$ cat src/rtl/ram_portb_arbiter.sv
// ram_portb_arbiter: round-robin owner of data RAM port B with optional post-reset clear sweep
// Shares port B between req0 (debug/host loader) and req1 (display/peripheral scanner).
// At most one access is issued per cycle, and read data arrives one cycle after the grant.
// Optional feature macro: RAM_PORTB_CLEAR_EN. When it is defined, the whole RAM is zeroed
// after reset, before any grant is issued.
// Ports:
//   Clk, Reset                 clock and synchronous active-high reset
//   reqN/weN/addrN/wdataN      requester command, held stable until gntN
//   gntN                       command issued to RAM this cycle (combinational)
//   rvalidN, rdata             read data for requester N, one cycle after a read grant
//   ram_address_b/ram_data_b/ram_wren_b/ram_q_b   RAM port B
//   clear_busy                 clear sweep in progress
module ram_portb_arbiter #(
   parameter int DATA_WIDTH         = 16,
   parameter int RAM_REGISTER_COUNT = 2**10
) (
   input  logic                                  Clk,
   input  logic                                  Reset,
   input  logic                                  req0,
   input  logic                                  we0,
   input  logic [$clog2(RAM_REGISTER_COUNT)-1:0] addr0,
   input  logic [DATA_WIDTH-1:0]                 wdata0,
   input  logic                                  req1,
   input  logic                                  we1,
   input  logic [$clog2(RAM_REGISTER_COUNT)-1:0] addr1,
   input  logic [DATA_WIDTH-1:0]                 wdata1,
   output logic                                  gnt0,
   output logic                                  gnt1,
   output logic                                  rvalid0,
   output logic                                  rvalid1,
   output logic [DATA_WIDTH-1:0]                 rdata,
   output logic [$clog2(RAM_REGISTER_COUNT)-1:0] ram_address_b,
   output logic [DATA_WIDTH-1:0]                 ram_data_b,
   output logic                                  ram_wren_b,
   input  logic [DATA_WIDTH-1:0]                 ram_q_b,
   output logic                                  clear_busy
);
   localparam int ADDR_W = $clog2(RAM_REGISTER_COUNT);
   localparam logic [0:0] CLEAR = 1'b0;
   localparam logic [0:0] ARB   = 1'b1;
   logic [0:0]        state;
   logic              rr_last;
   logic              rvalid0_q;
   logic              rvalid1_q;
   logic [ADDR_W-1:0] clear_ptr;
   logic              clear_last;
`ifdef RAM_PORTB_CLEAR_EN
   localparam logic [0:0] RESET_STATE = CLEAR;
   // One extra bit so the sweep ends cleanly when the depth is a full power of two
   logic [ADDR_W:0] clear_addr;
   always_ff @(posedge Clk) begin
      if (Reset) clear_addr <= '0;
      else if (state == CLEAR) clear_addr <= clear_addr + 1'b1;
   end
   assign clear_ptr  = clear_addr[ADDR_W-1:0];
   assign clear_last = clear_addr == (ADDR_W+1)'(RAM_REGISTER_COUNT - 1);
`else
   localparam logic [0:0] RESET_STATE = ARB;
   assign clear_ptr  = '0;
   assign clear_last = 1'b0;
`endif
   always_comb begin
      gnt0          = 1'b0;
      gnt1          = 1'b0;
      ram_address_b = '0;
      ram_data_b    = '0;
      ram_wren_b    = 1'b0;
      clear_busy    = 1'b0;
      if (!Reset && state == CLEAR) begin
         ram_address_b = clear_ptr;
         ram_wren_b    = 1'b1;
         clear_busy    = 1'b1;
      end else if (!Reset) begin
         // rr_last==1 means req1 was served last, so req0 wins a tie
         gnt0          = req0 && (!req1 || rr_last);
         gnt1          = req1 && !gnt0;
         ram_address_b = gnt0 ? addr0 : gnt1 ? addr1 : '0;
         ram_data_b    = gnt0 ? wdata0 : gnt1 ? wdata1 : '0;
         ram_wren_b    = gnt0 ? we0 : gnt1 ? we1 : 1'b0;
      end
   end
   always_ff @(posedge Clk) begin
      if (Reset) begin
         state     <= RESET_STATE;
         rr_last   <= 1'b1;
         rvalid0_q <= 1'b0;
         rvalid1_q <= 1'b0;
      end else begin
         state     <= (state == CLEAR && clear_last) ? ARB : state;
         rr_last   <= gnt0 ? 1'b0 : gnt1 ? 1'b1 : rr_last;
         rvalid0_q <= gnt0 && !we0;
         rvalid1_q <= gnt1 && !we1;
      end
   end
   // Gated so a read granted just before reset never reports data while reset is held
   assign rvalid0 = rvalid0_q && !Reset;
   assign rvalid1 = rvalid1_q && !Reset;
   assign rdata   = ram_q_b;
endmodule

$ cat config.mk
export PLATFORM = sky130hd
export DESIGN_NAME = ram_portb_arbiter
export DESIGN_NICKNAME = d
export VERILOG_FILES = /design/src/rtl/ram_portb_arbiter.sv
export SDC_FILE = /design/constraint.sdc
export NUM_CORES = 1
export LEC_CHECK = 0
export CAP_MARGIN = 10
export CORE_ASPECT_RATIO = 1.5
export CORE_UTILIZATION = 29
export CTS_BUF_LIST = sky130_fd_sc_hd__clkbuf_16
export DETAILED_ROUTE_END_ITERATION = 6
export PLACE_DENSITY = 0.92
export SLEW_MARGIN = 20
export SYNTH_ARGS = -nofsm -noshare
export SYNTH_HDL_FRONTEND = slang
export SYNTH_SLANG_ARGS = --single-unit
$ cat constraint.sdc
create_clock -name Clk -period 1.2 [get_ports Clk]
set_input_delay 0.12 -clock Clk [delete_from_list [all_inputs] [get_ports Clk]]
set_output_delay 0.12 -clock Clk [all_outputs]
set_load 0.02 [all_outputs]
**After elaboration in Yosys (flattened, before gate mapping)**

Index checks and enable logic that the tools add are counted.

- Output and inout bits: 48
- Register bits: 3
- Logic and storage cells: 29

- Reductions and logical operators: 13
- Mux-type cells: 13

Operator list:

| kind | count |
|---|---|
| $mux W16 | 3 |
| $mux W10 | 3 |
| $mux W1 | 7 |
| $logic_and A1 B1 Y1 | 6 |
| $logic_not A1 Y1 | 5 |
| $reduce_bool A2 Y1 | 1 |
| $logic_or A1 B1 Y1 | 1 |

**Longest topological paths before layout**

- Depth in word-level cells: 8
- Gate-level depth with buffers: 4
- Gate-level depth less buffers: 2

**Worst setup path after synthesis**

Ideal clock, no wire load.

- Kind: flip-flop to output port
- Start point: register rr_last
- End point: output ram_data_b[14]
- Required time: 1.080 ns
- Arrival time: 1.160 ns
- Slack: -0.080 ns
- Cell stages (with the launch flop): 4
- Cells stage by stage: dfxtp_1 > nor2b_2 > buf_6 > o32ai_1

- Word-level cells in the longest chain between the ends: 7

Ends and longest elaborated chain:

| item | line | source |
|---|---|---|
| start, declared | 42 | `logic rr_last;` |
| start signal, assigned | 90 | `rr_last <= gnt0 ? 1'b0 : gnt1 ? 1'b1 : rr_last;` |
| $logic_or A1 B1 Y1 (*) | 75 | `gnt0 = req0 && (!req1 \|\| rr_last);` |
| $logic_and A1 B1 Y1 (*) | 75 |  |
| $logic_not A1 Y1 | 76 | `gnt1 = req1 && !gnt0;` |
| $logic_and A1 B1 Y1 | 76 |  |
| $mux W16 | 78 | `ram_data_b = gnt0 ? wdata0 : gnt1 ? wdata1 : '0;` |
| $mux W16 (*) | 78 |  |
| $mux W16 (*) | 73 | `end else if (!Reset) begin` |
| end, declared | 33 | `output logic [DATA_WIDTH-1:0] ram_data_b,` |

Every way passes the cells marked *; elsewhere a longest branch is shown, timed or not.

**Worst setup path after layout**

- Start point: register rr_last
- End point: output ram_data_b[13]

The elaborated chain is that of the path after synthesis.

==> flow_metrics.py <==
metrics = {
    "place": {
        "routabilityCongestion": 0.788,
        "dp_hpwl_um": 2590,
        "pre_cts_slack_ns": -0.736,
        "port_buffers": 88,
    },
    "grt": {
        "grt_antenna_before_repair": 0,
        "grt_pass1_wl_um": 5820,
        "grtUsageTotal": 0.185,
        "grt_pass1_vias": 1258,
        "grt.overflow.total": 0,
        "grt_max_degree": 23,
    },
    "synth": {
        "yosysTopAreaCellShare": 0.347,
        "ys_seq_area_frac": 0.0534,
        "yosysTopAreaCell": "o32ai_2",
        "ys.flop_type": "dfxtp_1",
        "synth.top_cells.by_count": "54 x nand2b_1, 24 x o32ai_2, 21 x buf_4, 5 x buf_6",
        "ys_ff_latch": 3,
        "post_synth_inst_count": 127,
        "syn_nets": 201,
        "synthArstFlopShare": 0,
        "yosysMostFrequentCell": "nand2b_1",
        "syn-cell-area_sq_um": 1120,
        "synth_area_per_cell_sq_um": 8.86,
        "synth_edf_count": 0,
        "yosys_warnings": 0,
        "yosys-top-cells-area": "o32ai_2 35%, nand2b_1 30%, buf_4 14%",
        "synth_cell_types": 17,
    },
    "outcome": {
        "violations": "setup timing",
        "status": "complete, but fails checks",
    },
    "cts": {
        "clk_latency_ns": 0.22,
        "cts_buffers": 3,
        "clk_pin_slew_ns": 0.03,
        "hold_buffers": 0,
        "cts_root_buffer": "clkbuf_16",
        "cts_tree": "done",
        "cts.sinks": 3,
        "h-tree-depth": 1,
        "ctsLongestPathBuffers": 2,
    },
    "hold_path": {
        "hold_path.class": "in2out",
        "min_to": "rdata[13]",
        "min-delay-start": "ram_q_b[13]",
        "min_delay_path_depth": 0,
    },
    "cells_and_area": {
        "layout-drive-gt1-share": 0.407,
        "seqCellArea_sq_um": 61.3,
        "fin_nets": 279,
        "diodes": 0,
        "final_util": 0.583,
        "areaGrowthSynthToFinish_pct": 91.0,
        "filler_cell_count": 341,
        "multi_input_area_sq_um": 871,
    },
    "critical_path": {
        "crit_type": "reg2out",
        "worstSetupEndpointType": "output pin",
        "r2r-end": "rvalid1_q",
        "startpoint_type": "register",
        "r2r_cells": 3,
        "crit_chain": "a21bo_4 -> clkbuf_16 -> o32ai_2 -> buf_4",
        "required_ns": 1.08,
        "cp.arrival_ns": 1.29,
        "cp_top_family": "compound AO/OA/AOI/OAI gates",
        "rrSetupSlack_ns": 0.24,
        "worst-path-buf-inv": 2,
        "cp_slowest_cell": "dfxtp_2",
        "timing.rr.start": "rr_last",
        "max_stage_delay_ns": 0.34,
        "crit_path_max_fanout": 6,
    },
    "detailed_routing": {
        "routed_wl_um": 3870,
        "wl_per_cell_um": 15.7,
        "dr.pass1.iters": 4,
        "ant_nets": 0,
        "num_vias": 1242,
        "drc_errors": 0,
        "vias_per_cell": 5.03,
        "drt-initial-drc-count": 18,
    },
    "sta": {
        "setup_viol": 29,
        "hold_slack_ns": 0.240,
        "finalMaxSlewViolations": 0,
        "setup_ws_ns": -0.211,
        "fin_crit_sh": 1.18,
        "hold_viol": 0,
        "max_freq_ghz": 0.709,
        "fin_crit_ns": 1.41,
        "rsz0062_at_grt": "yes",
        "fin_worst_skew_ns": 0.00279,
    },
    "die": {
        "placementRows": 27,
        "io_pins": 122,
        "start_util": 0.305,
        "die_height_um": 78.3,
        "die_w_um": 52.9,
        "die-area_sq_um": 4140,
        "coreArea_sq_um": 3680,
    },
    "pwr": {
        "vdd_drop_max_mv": 1.48,
        "combPwrFrac": 0.561,
        "seq_power_share": 0.077,
        "p_per_area_nw_per_um2": 671,
        "power_frac_clock": 0.362,
        "internal_power_mw": 1.01,
        "power.switching_mw": 0.433,
        "switching_share": 0.301,
        "p_leak_nw": 0.848,
    },
    "run": {
        "maxCapViolations": 0,
    },
}
placed cells by master, fill, tap and decap left out, types with 2 or more instances in the layout:
cell type / Yosys / final
o32ai_2: 24 / 26
buf_12: 0 / 3
buf_16: 0 / 2
nor3_1: 2 / 2
buf_4: 21 / 29
dlygate4sd2_1: 0 / 3
clkdlybuf4s50_1: 0 / 54
nor2b_1: 2 / 2
buf_6: 5 / 8
clkbuf_16: 0 / 4
dfxtp_1: 3 / 2
nand2b_1: 54 / 54
registers in the layout (all words and copies together) (netlist names):
signal,count
rr_last,1
rvalid1_q,1
rvalid0_q,1
power by group through the flow:
stage / clock, mW / combinational, mW / sequential [mW]
floorplan: 0 / 0.455 / 0.109
global placement: 0 / 0.734 / 0.111
detailed placement: 0 / 0.743 / 0.111
CTS: 0.529 / 0.783 / 0.111
global route: 0.534 / 0.857 / 0.112
finish: 0.521 / 0.809 / 0.111
through the flow:
| stage | setup TNS, ns | std cells | power [mW] | instance area [sq um] |
|---|---|---|---|---|
| after floorplan | -0.157 | 127 | 0.565 | 1130 |
| after global placement | -20.88 | 238 | 0.845 | 1960 |
| after detailed placement | -21.00 | 238 | 0.854 | 1960 |
| after CTS | -5.12 | 245 | 1.42 | 2090 |
| after global routing | -6.65 | 247 | 1.50 | 2150 |
| final | -5.36 | 247 | 1.44 | 2150 |
logic make-up after synthesis:
| family | Yosys count | share of synthesized area |
|---|---|---|
| other cells | 1 | 0.00333 |
| buf+inv | 33 | 0.217 |
| simple gates | 61 | 0.339 |
| flops | 3 | 0.0534 |
| compound gates | 29 | 0.387 |
worst max-delay path by stage:
stage,startpoint,to,slack [ns],depth (start not counted)
4_1_cts,rr_last,ram_wren_b,-0.20,4
6_report,rr_last,ram_data_b[13],-0.21,4
2_1_floorplan,rr_last,ram_data_b[15],-0.08,3
5_1_grt,rr_last,ram_address_b[8],-0.26,4
3_5_place_dp,Reset,ram_data_b[9],-0.74,5
3_3_place_gp,req1,ram_data_b[15],-0.73,5
metal layers:
layer	share of wire	GRT usage	vias up
li1	-	-	593
met1	0.34	0.182	595
met2	0.58	0.362	44
met3	0.054	0.0233	10
met4	0.022	0.0763	0
met5	0	0	-
what timing repair did:
action                     4_1_cts  5_1_grt
pin swaps                        0        1
setup endpoints to repair       31       31
resized for setup              170        9
setup buffers                    0        0
cloned                           3        2
cell type report:
| type | instances | share of cell area |
|---|---|---|
| inverters | 1 | 0.00175 |
| repair buffers | 105 | 0.503 |
| multi-input cells | 91 | 0.405 |
| well taps | 43 | 0.0250 |
| clock inverters | 1 | 0.00175 |
| clock buffers | 3 | 0.0349 |
| flip-flops and latches | 3 | 0.0285 |
Power figures use the tool's default switching activity.
